### src/rtl/cpu_memory_arbiter_if.sv
// Requester-side handshake and memory port A bus for cpu_memory_arbiter.
// slave = arbiter view, master = requesters plus memory view.
interface cpu_memory_arbiter_if #(
  parameter int NREQ   = 3,
  parameter int ADDR_W = 12,
  parameter int DATA_W = 8
);
  logic [NREQ-1:0]        req;
  logic [NREQ-1:0]        we;
  logic [NREQ*ADDR_W-1:0] addr;
  logic [NREQ*DATA_W-1:0] wdata;
  logic [NREQ-1:0]        ack;
  logic [NREQ-1:0]        err;
  logic [DATA_W-1:0]      rdata;
  logic                   mem_en;
  logic                   mem_write;
  logic [ADDR_W-1:0]      mem_addr;
  logic [DATA_W-1:0]      mem_wdata;
  logic [DATA_W-1:0]      mem_rdata;

  modport slave (
    input  req, we, addr, wdata, mem_rdata,
    output ack, err, rdata, mem_en, mem_write, mem_addr, mem_wdata
  );

  modport master (
    output req, we, addr, wdata, mem_rdata,
    input  ack, err, rdata, mem_en, mem_write, mem_addr, mem_wdata
  );
endinterface

### src/rtl/cpu_memory_arbiter.sv
// Shares memory port A between NREQ requesters (round-robin or fixed priority)
// and refuses writes below PROTECT_TOP, flagging them with err alongside ack.
module cpu_memory_arbiter #(
  parameter int NREQ        = 3,
  parameter int ADDR_W      = 12,
  parameter int DATA_W      = 8,
  parameter int PROTECT_TOP = 512,
  parameter int RR          = 1
) (
  input logic                clk,
  input logic                reset_n,
  cpu_memory_arbiter_if.slave bus
);
  localparam int          GW = (NREQ > 1) ? $clog2(NREQ) : 1;
  localparam int unsigned NR = NREQ;

  typedef enum logic [1:0] {IDLE, ACCESS, RESP} state_t;

  state_t            state;
  logic [GW-1:0]     grant;
  logic [GW-1:0]     last_grant;
  logic              err_pend;
  logic [GW-1:0]     win;
  logic [GW-1:0]     cand;
  logic              found;
  int unsigned       idx;
  logic [ADDR_W-1:0] sel_addr;
  logic [DATA_W-1:0] sel_wdata;
  logic              sel_we;
  logic              sel_prot;
  logic [NREQ-1:0]   grant_oh;

  // Winner search: RR starts one past the last grant, fixed mode from index 0.
  always_comb begin
    win   = '0;
    cand  = '0;
    found = 1'b0;
    idx   = 0;
    for (int unsigned k = 0; k < NR; k++) begin
      if (RR != 0) idx = (32'(last_grant) + k + 1) % NR;
      else         idx = k;
      cand = GW'(idx);
      if (!found && bus.req[cand]) begin
        win   = cand;
        found = 1'b1;
      end
    end
  end

  assign sel_addr  = bus.addr[win*ADDR_W +: ADDR_W];
  assign sel_wdata = bus.wdata[win*DATA_W +: DATA_W];
  assign sel_we    = bus.we[win];
  assign sel_prot  = sel_we && (32'(sel_addr) < 32'(PROTECT_TOP));
  assign grant_oh  = {{(NREQ-1){1'b0}}, 1'b1} << grant;
  assign bus.rdata = bus.mem_rdata;

  always_ff @(posedge clk or negedge reset_n) begin
    if (!reset_n) begin
      state         <= IDLE;
      grant         <= '0;
      last_grant    <= GW'(NREQ-1);
      err_pend      <= 1'b0;
      bus.ack       <= '0;
      bus.err       <= '0;
      bus.mem_en    <= 1'b0;
      bus.mem_write <= 1'b0;
      bus.mem_addr  <= '0;
      bus.mem_wdata <= '0;
    end else begin
      case (state)
        IDLE: begin
          if (|bus.req) begin
            grant         <= win;
            bus.mem_addr  <= sel_addr;
            bus.mem_wdata <= sel_wdata;
            bus.mem_en    <= !sel_prot;
            bus.mem_write <= sel_we && !sel_prot;
            err_pend      <= sel_prot;
            state         <= ACCESS;
          end
        end
        ACCESS: begin
          bus.mem_en    <= 1'b0;
          bus.mem_write <= 1'b0;
          bus.ack       <= grant_oh;
          bus.err       <= err_pend ? grant_oh : '0;
          state         <= RESP;
        end
        RESP: begin
          bus.ack    <= '0;
          bus.err    <= '0;
          last_grant <= grant;
          state      <= IDLE;
        end
        default: state <= IDLE;
      endcase
    end
  end
endmodule

### src/flat_wrapper.sv
// flat-port wrapper written by rule: the top's interface ports become plain ports
module cpu_memory_arbiter_flat 
#(
  parameter int NREQ        = 3,
  parameter int ADDR_W      = 12,
  parameter int DATA_W      = 8,
  parameter int PROTECT_TOP = 512,
  parameter int RR          = 1
)
  (clk, reset_n, bus_req, bus_we, bus_addr, bus_wdata, bus_mem_rdata, bus_ack, bus_err, bus_rdata, bus_mem_en, bus_mem_write, bus_mem_addr, bus_mem_wdata);
  cpu_memory_arbiter_if #(.NREQ(NREQ), .ADDR_W(ADDR_W), .DATA_W(DATA_W)) bus_i ();
  input logic clk;
  input logic reset_n;
  input wire logic [$bits(bus_i.req)-1:0] bus_req;
  input wire logic [$bits(bus_i.we)-1:0] bus_we;
  input wire logic [$bits(bus_i.addr)-1:0] bus_addr;
  input wire logic [$bits(bus_i.wdata)-1:0] bus_wdata;
  input wire logic [$bits(bus_i.mem_rdata)-1:0] bus_mem_rdata;
  output wire logic [$bits(bus_i.ack)-1:0] bus_ack;
  output wire logic [$bits(bus_i.err)-1:0] bus_err;
  output wire logic [$bits(bus_i.rdata)-1:0] bus_rdata;
  output wire logic [$bits(bus_i.mem_en)-1:0] bus_mem_en;
  output wire logic [$bits(bus_i.mem_write)-1:0] bus_mem_write;
  output wire logic [$bits(bus_i.mem_addr)-1:0] bus_mem_addr;
  output wire logic [$bits(bus_i.mem_wdata)-1:0] bus_mem_wdata;
  assign bus_i.req = bus_req;
  assign bus_i.we = bus_we;
  assign bus_i.addr = bus_addr;
  assign bus_i.wdata = bus_wdata;
  assign bus_i.mem_rdata = bus_mem_rdata;
  assign bus_ack = bus_i.ack;
  assign bus_err = bus_i.err;
  assign bus_rdata = bus_i.rdata;
  assign bus_mem_en = bus_i.mem_en;
  assign bus_mem_write = bus_i.mem_write;
  assign bus_mem_addr = bus_i.mem_addr;
  assign bus_mem_wdata = bus_i.mem_wdata;
  cpu_memory_arbiter #(.NREQ(NREQ), .ADDR_W(ADDR_W), .DATA_W(DATA_W), .PROTECT_TOP(PROTECT_TOP), .RR(RR)) u_core (.clk(clk), .reset_n(reset_n), .bus(bus_i));
endmodule
### config.mk
export PLATFORM = sky130hd
export DESIGN_NAME = cpu_memory_arbiter_flat
export DESIGN_NICKNAME = d
export VERILOG_FILES = /design/src/rtl/cpu_memory_arbiter_if.sv /design/src/rtl/cpu_memory_arbiter.sv /design/src/flat_wrapper.sv
export SDC_FILE = /design/constraint.sdc
export NUM_CORES = 1
export LEC_CHECK = 0
export ABC_AREA = 1
export BUFFER_PORTS_ARGS = -buffer_cell sky130_fd_sc_hd__buf_2
export CORE_AREA = 3 3 83 101
export DETAILED_ROUTE_END_ITERATION = 6
export DIE_AREA = 0 0 86 104
export PLACE_DENSITY = 0.62
export RECOVER_POWER = 50
export SLEW_MARGIN = 20
export SYNTH_ARGS = -nofsm -noshare
export SYNTH_HDL_FRONTEND = slang
export SYNTH_SLANG_ARGS = --single-unit
### constraint.sdc
create_clock -name clk -period 3.1 [get_ports clk]
set_input_delay 0.155 -clock clk [delete_from_list [all_inputs] [get_ports clk]]
set_output_delay 0.155 -clock clk [all_outputs]
set_load 0.01 [all_outputs]
==> qor.csv, run 1 <==
metric;value;unit
status;finished with violations;
CTS root buffer;clkbuf_8;
Cells after Synth;278;
first-pass GRT wire length;9.65;mm
setup violators final;0;
RSZ-0062 raised after global routing;no;
Die X;86;um
failing checks;capacitance limit, slew limit;
Least-Margin Pin Slew;1890;ps
antenna violations before repair;0;
EDFF count, synth;0;
Final Critical Period;2570;ps
routed len/inst;13.4;um
Tcrit/Tclk final;0.830;
YS warnings;0;
CTS tree;yes;
Register-to-Register Path Depth;14;
Starting DRT DRC Count;108;
Max IR drop VDD;0.582;mV
Sink Count;35;
Fin. Hold Viols;0;
CP max-delay cell;ha_1;
cts hold-fix bufs;1;
worst-skew pair later-pin latency;280;ps
port bufs;95;
setup TNS;0;ps
Reg area;877;um2
CTS buffer count;5;
post-layout util;0.366;
final wirelength;6.14;mm
antenna violation net count after detailed routing;0;
post-route setup slack;526;ps
Static Leak;0.00139;uW
CP delay by family, top;simple AND/OR/NAND/NOR gates;
gr usage total;0.135;
Yosys top cell area share;0.383;
Synth area leaders;dfrtp_1 (38%), nand2_1 (12%), nand3_1 (6.3%), o211ai_2 (5.6%), ha_1 (4.5%);
Worst Path Max Fanout;22;
crit path kind;reg2reg;
Vias;2192;
crit-path max cell delay;390;ps
CP Capture Type;register;
Fillers;815;
DR vias/cell;4.78;
required time of the critical path;3270;ps
PwrDens;1300;mW/mm2
TritonRoute pass-1 iters;4;
Post-DP HPWL;4.73;mm
Arrival @ worst endpoint;2750;ps
mapped cell area;0.00222;mm2
die height;104;um
CTS clock-pin slew for the worst setup and hold paths;70;ps
CORE AREA;0.00758;mm2
Antenna Cells;0;
most frequent CP cell;nand2_1;
Net Count, Synth;362;
synthesis-to-finish area growth;24.8;%
layout cells sized above 1;0.297;
Net count, final;450;
grt total ovfl;0;
Min-Delay Path Class;in2reg;
fmax;0.389;GHz
worst-path cell chain;inv_1 > ha_1 > o21ai_1 > nand2_4 > inv_2 > nand2_1 > nand3_2 > nand2_4 > inv_2 > nand3_1 > o21ai_2 > nand3_1 > nand2_1 > nand2_1;
area leader, netlist;dfrtp_1;
Max Cap Viol;1;
WP buf/inv;3;
Post-synth ARST share;1.00;
io pins;112;
Distinct cells, synth;29;
vias in the first global route;2130;
element type at the critical path start;register;
gp weighted congestion;0.832;
Max clock buf depth;2;
max_slew headroom;-0.257;
Multi-input gate area;0.00112;mm2
Avg Cell Area, Syn;7.99;um2
Initial Util;0.293;
FP Rows;35;
hold slack;86.0;ps
largest net degree at the start of global routing;36;
Main synth FF type;dfrtp_1;
register bit total from synthesis;35;
Placement Setup Slack;529;ps
Die ar.;0.00894;mm2
Final Skew;6.30;ps
number of cells on the critical path;14;
Final Max Slew Viols;36;
DRC Markers;0;
setup bufs post-CTS;0;
sequential fraction of the synthesis area;0.395;
worst hold stages;3;
post-CTS resize count;0;
H-tree depth;2;
-- cell type report --
class | count | share of cell area
sequential | 35 | 0.316
timing repair buffer | 97 | 0.165
multi-input combinational | 199 | 0.403
clock buffer | 8 | 0.0361
tap | 92 | 0.0415
inverter | 28 | 0.0388
-- flip-flops by register name (all words and copies together), names as in the netlist --
signal	count
u_core.bus.mem_addr	12
u_core.bus.mem_wdata	8
u_core.bus.ack	3
u_core.bus.err	3
u_core.grant	2
u_core.last_grant	2
u_core.state	2
u_core.bus.mem_en	1
u_core.bus.mem_write	1
u_core.err_pend	1
-- where the power goes --
part | internal [uW] | switching, uW | leakage, uW | total (uW)
clock network | 203 | 155 | 0.0000515 | 358
registers | 691 | 127 | 0.000433 | 818
logic | 775 | 1650 | 0.000907 | 2430
total | 1670 | 1940 | 0.00139 | 3600
-- cell families after synthesis --
| family | count (synthesis) | share of synthesized area |
|---|---|---|
| AO/OA/AOI/OAI | 51 | 0.165 |
| adder cells (fa/ha/maj) | 8 | 0.0451 |
| buffers and inverters | 44 | 0.103 |
| flip-flops | 35 | 0.395 |
| AND/OR/NAND/NOR | 140 | 0.292 |
-- synthesized netlist by cell type, types with 3 or more instances --
library cell	instances
nand2_1	71
dfrtp_1	34
nand3_1	28
nor2_1	24
inv_1	19
o21ai_0	17
o21ai_1	11
buf_4	10
o211ai_2	10
ha_1	8
inv_2	8
o211ai_1	7
nand2_2	4
a31oi_1	3
buf_6	3
clkbuf_1	3
nand2_4	3
nand3_2	3
-- tightest hold or removal path: cells and delay by family --
family	cells	cell delay [ps]
AO/OA/AOI/OAI	1	50
buffers and inverters	1	70
AND/OR/NAND/NOR	1	50
-- final timing paths --
check / start / endpoint / slack [ps]
hold reg to reg: u_core.err_pend / u_core.err_pend / 480
setup reg to reg: u_core.last_grant[0] / u_core.bus.mem_en / 530
hold / removal: bus_wdata[23] / u_core.bus.mem_wdata[7] / 90
max in group asynchronous: reset_n / u_core.bus.mem_en / 1090
setup / recovery: u_core.last_grant[0] / u_core.bus.mem_en / 530
min in group asynchronous: reset_n / u_core.bus.mem_addr[2] / 930
-- metal layers --
metal / track usage / up-vias / part of all wire
met4: 0.0566 / 0 / 0.017
met1: 0.169 / 1012 / 0.44
met5: 0 / - / 0
met2: 0.221 / 89 / 0.47
met3: 0.0317 / 6 / 0.080
li1: - / 1085 / -
-- placed cells by master, fill, tap and decap left out, types with 2 or more instances in the layout --
cell type and n:
buf_2 66, nand3_1 28, nor2_1 24, o21ai_0 17
inv_2 8, a31oi_1 3, nand2_2 4, inv_1 19
clkbuf_8 7, nand2_1 71, o21ai_1 11, clkbuf_1 30
nand2_4 3, nand3_2 3, ha_1 8, o211ai_2 10
nand4_1 2, dfrtp_1 34, o211ai_1 7
-- through the flow --
step	area, um2	power (uW)	instances
2_1_floorplan	2220	2800	278
3_3_place_gp	2700	3240	450
3_5_place_dp	2700	3310	450
4_1_cts	2810	3680	459
5_1_grt	2770	3980	459
6_report	2770	3600	459
No activity file was read; power rests on OpenSTA's default activity.
==> run 2: changes to the inputs <==
Clock period 3.1 ns to 2.5 ns, I/O delays scaled along.
==> qor.csv, run 2 (synthesis gave the netlist of run 1 again) <==
metric;value;unit;change
Final Skew;5.32;ps;-0.987 ps
CORE AREA;0.00758;mm2;unchanged
DR vias/cell;4.73;;-1.0%
failing checks;capacitance limit, slew limit;;
Regs by FF count;u_core.bus.mem_addr: 12 flops, u_core.bus.mem_wdata: 8 flops;;
Final Max Slew Viols;36;;unchanged
CTS root buffer;clkbuf_8;;
Net count, final;454;;+0.89%
Die X;86;um;unchanged
die height;104;um;unchanged
FP Rows;35;;unchanged
largest net degree at the start of global routing;36;;unchanged
CTS buffer count;5;;unchanged
worst-skew pair later-pin latency;290;ps;about the same
first-pass GRT wire length;10.2;mm;+6.0%
Final Critical Period;2310;ps;-268 ps
most frequent cells in the layout;nand2_1 (71), buf_2 (66), dfrtp_1 (34), clkbuf_1 (29), nand3_1 (28);;
layout cells sized above 1;0.310;;+0.0130
CTS clock-pin slew for the worst setup and hold paths;70;ps;about the same
Post-DP HPWL;4.73;mm;about the same
required time of the critical path;2680;ps;-590 ps
routed len/inst;13.4;um;about the same
gp weighted congestion;0.817;;-1.8%
DRC Markers;0;;unchanged
Worst Path Max Fanout;13;;-41%
vias in the first global route;2227;;+4.6%
crit path kind;reg2reg;;
Static Leak;0.00142;uW;+2.1%
CTS tree;yes;;
Min-Delay Path Class;in2reg;;
most frequent CP cell;nand2_1;;
antenna violation net count after detailed routing;0;;unchanged
Fin. Hold Viols;0;;unchanged
commonest non-fill, non-tap cell in the layout;nand2_1;;
io pins;112;;unchanged
RSZ-0062 raised after global routing;yes;;
register with the most flip-flops;u_core.bus.mem_addr;;
element type at the critical path start;register;;
synthesis-to-finish area growth;27.8;%;
Finished Layout Cells;463;;+0.87%
Fillers;821;;+0.74%
TritonRoute pass-1 iters;4;;unchanged
Least-Margin Pin Slew;1920;ps;+32.9 ps
H-tree depth;2;;unchanged
PwrDens;1670;mW/mm2;+29%
Max Cap Viol;1;;unchanged
CP Capture Type;register;;
antenna violations before repair;0;;unchanged
final total power;4750;uW;+32%
Placed Instances;452;;+0.44%
max_slew headroom;-0.279;;-0.0220
grt total ovfl;0;;unchanged
Arrival @ worst endpoint;2490;ps;-260 ps
gr usage total;0.143;;+0.00723
Sink Count;35;;unchanged
port bufs;95;;unchanged
Starting DRT DRC Count;92;;-15%
setup TNS;0;ps;unchanged
status;finished with violations;;
Vias;2189;;-0.14%
Max IR drop VDD;0.827;mV;+42%
final wirelength;6.19;mm;+0.86%
crit-path max cell delay;550;ps;+160 ps
Max clock buf depth;2;;unchanged
Initial Util;0.293;;unchanged
setup violators final;0;;unchanged
Tcrit/Tclk final;0.922;;+0.0920
Antenna Cells;0;;unchanged
worst-path cell chain;ha_2 > o21ai_1 > nand2_4 > nand3_1 > nand3_2 > nand2_4 > inv_4 > nand2_1 > nand2_1 > nor2_2 > nand2_1 > nand3_1 > nand2_1;;
Largest register FFs;12;;unchanged
fmax;0.434;GHz;+12%
CP max-delay cell;dfstp_2;;
Die ar.;0.00894;mm2;unchanged
[run 2: worst paths after layout]
| kind | startpoint | to | slack [ps] | cells after the start |
|---|---|---|---|---|
| setup / recovery | u_core.last_grant[1] | u_core.bus.mem_write | 190 | 13 |
| hold / removal | bus_addr[25] | u_core.bus.mem_addr[1] | 60 | 3 |
| setup reg to reg | u_core.last_grant[1] | u_core.bus.mem_write | 190 | 13 |
| hold reg to reg | u_core.bus.ack[1] | u_core.bus.ack[1] | 490 | 2 |
| max in group asynchronous | reset_n | u_core.grant[1] | 490 | 2 |
| min in group asynchronous | reset_n | u_core.bus.mem_addr[3] | 900 | 2 |
[run 2: repair_timing]
action / 4_1_cts / 5_1_grt
endpoints found under the hold margin: 34 / 0
resized for setup: 0 / 3
buffers inserted: 0 / 2
hold buffers: 1 / 0
endpoints found under the setup margin: 0 / 9
[run 2: power by group]
group / switching (uW) / internal [uW]
combinational: 2080 / 1130
sequential: 156 / 856
clock: 212 / 323
[run 2: final cells by class]
cell class / count / area, um2 / area share
clock buffers: 6 / 82.6 / 0.0291
flip-flops and latches: 35 / 877 / 0.309
multi-input cells: 199 / 1130 / 0.400
repair buffers: 101 / 487 / 0.171
well taps: 92 / 115 / 0.0405
clock inverters: 2 / 35.0 / 0.0123
inverters: 28 / 108 / 0.0379
[run 2: through the flow]
| step | area [um2] | worst slack (ps) | hold slack [ps] | util |
|---|---|---|---|---|
| floorplan | 2220 | 429 | -171 | - |
| global placement | 2710 | 212 | 250 | 0.358 |
| detailed placement | 2710 | 138 | 250 | 0.358 |
| CTS | 2840 | 150 | 48.2 | 0.375 |
| global route | 2840 | -1.91 | 59.7 | 0.375 |
| finish | 2840 | 194 | 55.7 | 0.375 |
[run 2: critical path, delay by kind of cell, from the launching register on]
kind	cells	cell delay (ps)
AOI/OAI and AO/OA	1	230
adders and majority gates	1	310
buffers and inverters	1	100
DFF	1	550
and+or+nand+nor	10	1010
[run 2: routing by layer]
| metal | up-vias | global-route usage | routed length [um] |
|---|---|---|---|
| met5 | - | 0 | 0 |
| met4 | 0 | 0.0747 | 148 |
| met3 | 10 | 0.0365 | 457 |
| met2 | 81 | 0.217 | 2830 |
| met1 | 1005 | 0.184 | 2750 |
| li1 | 1093 | - | - |
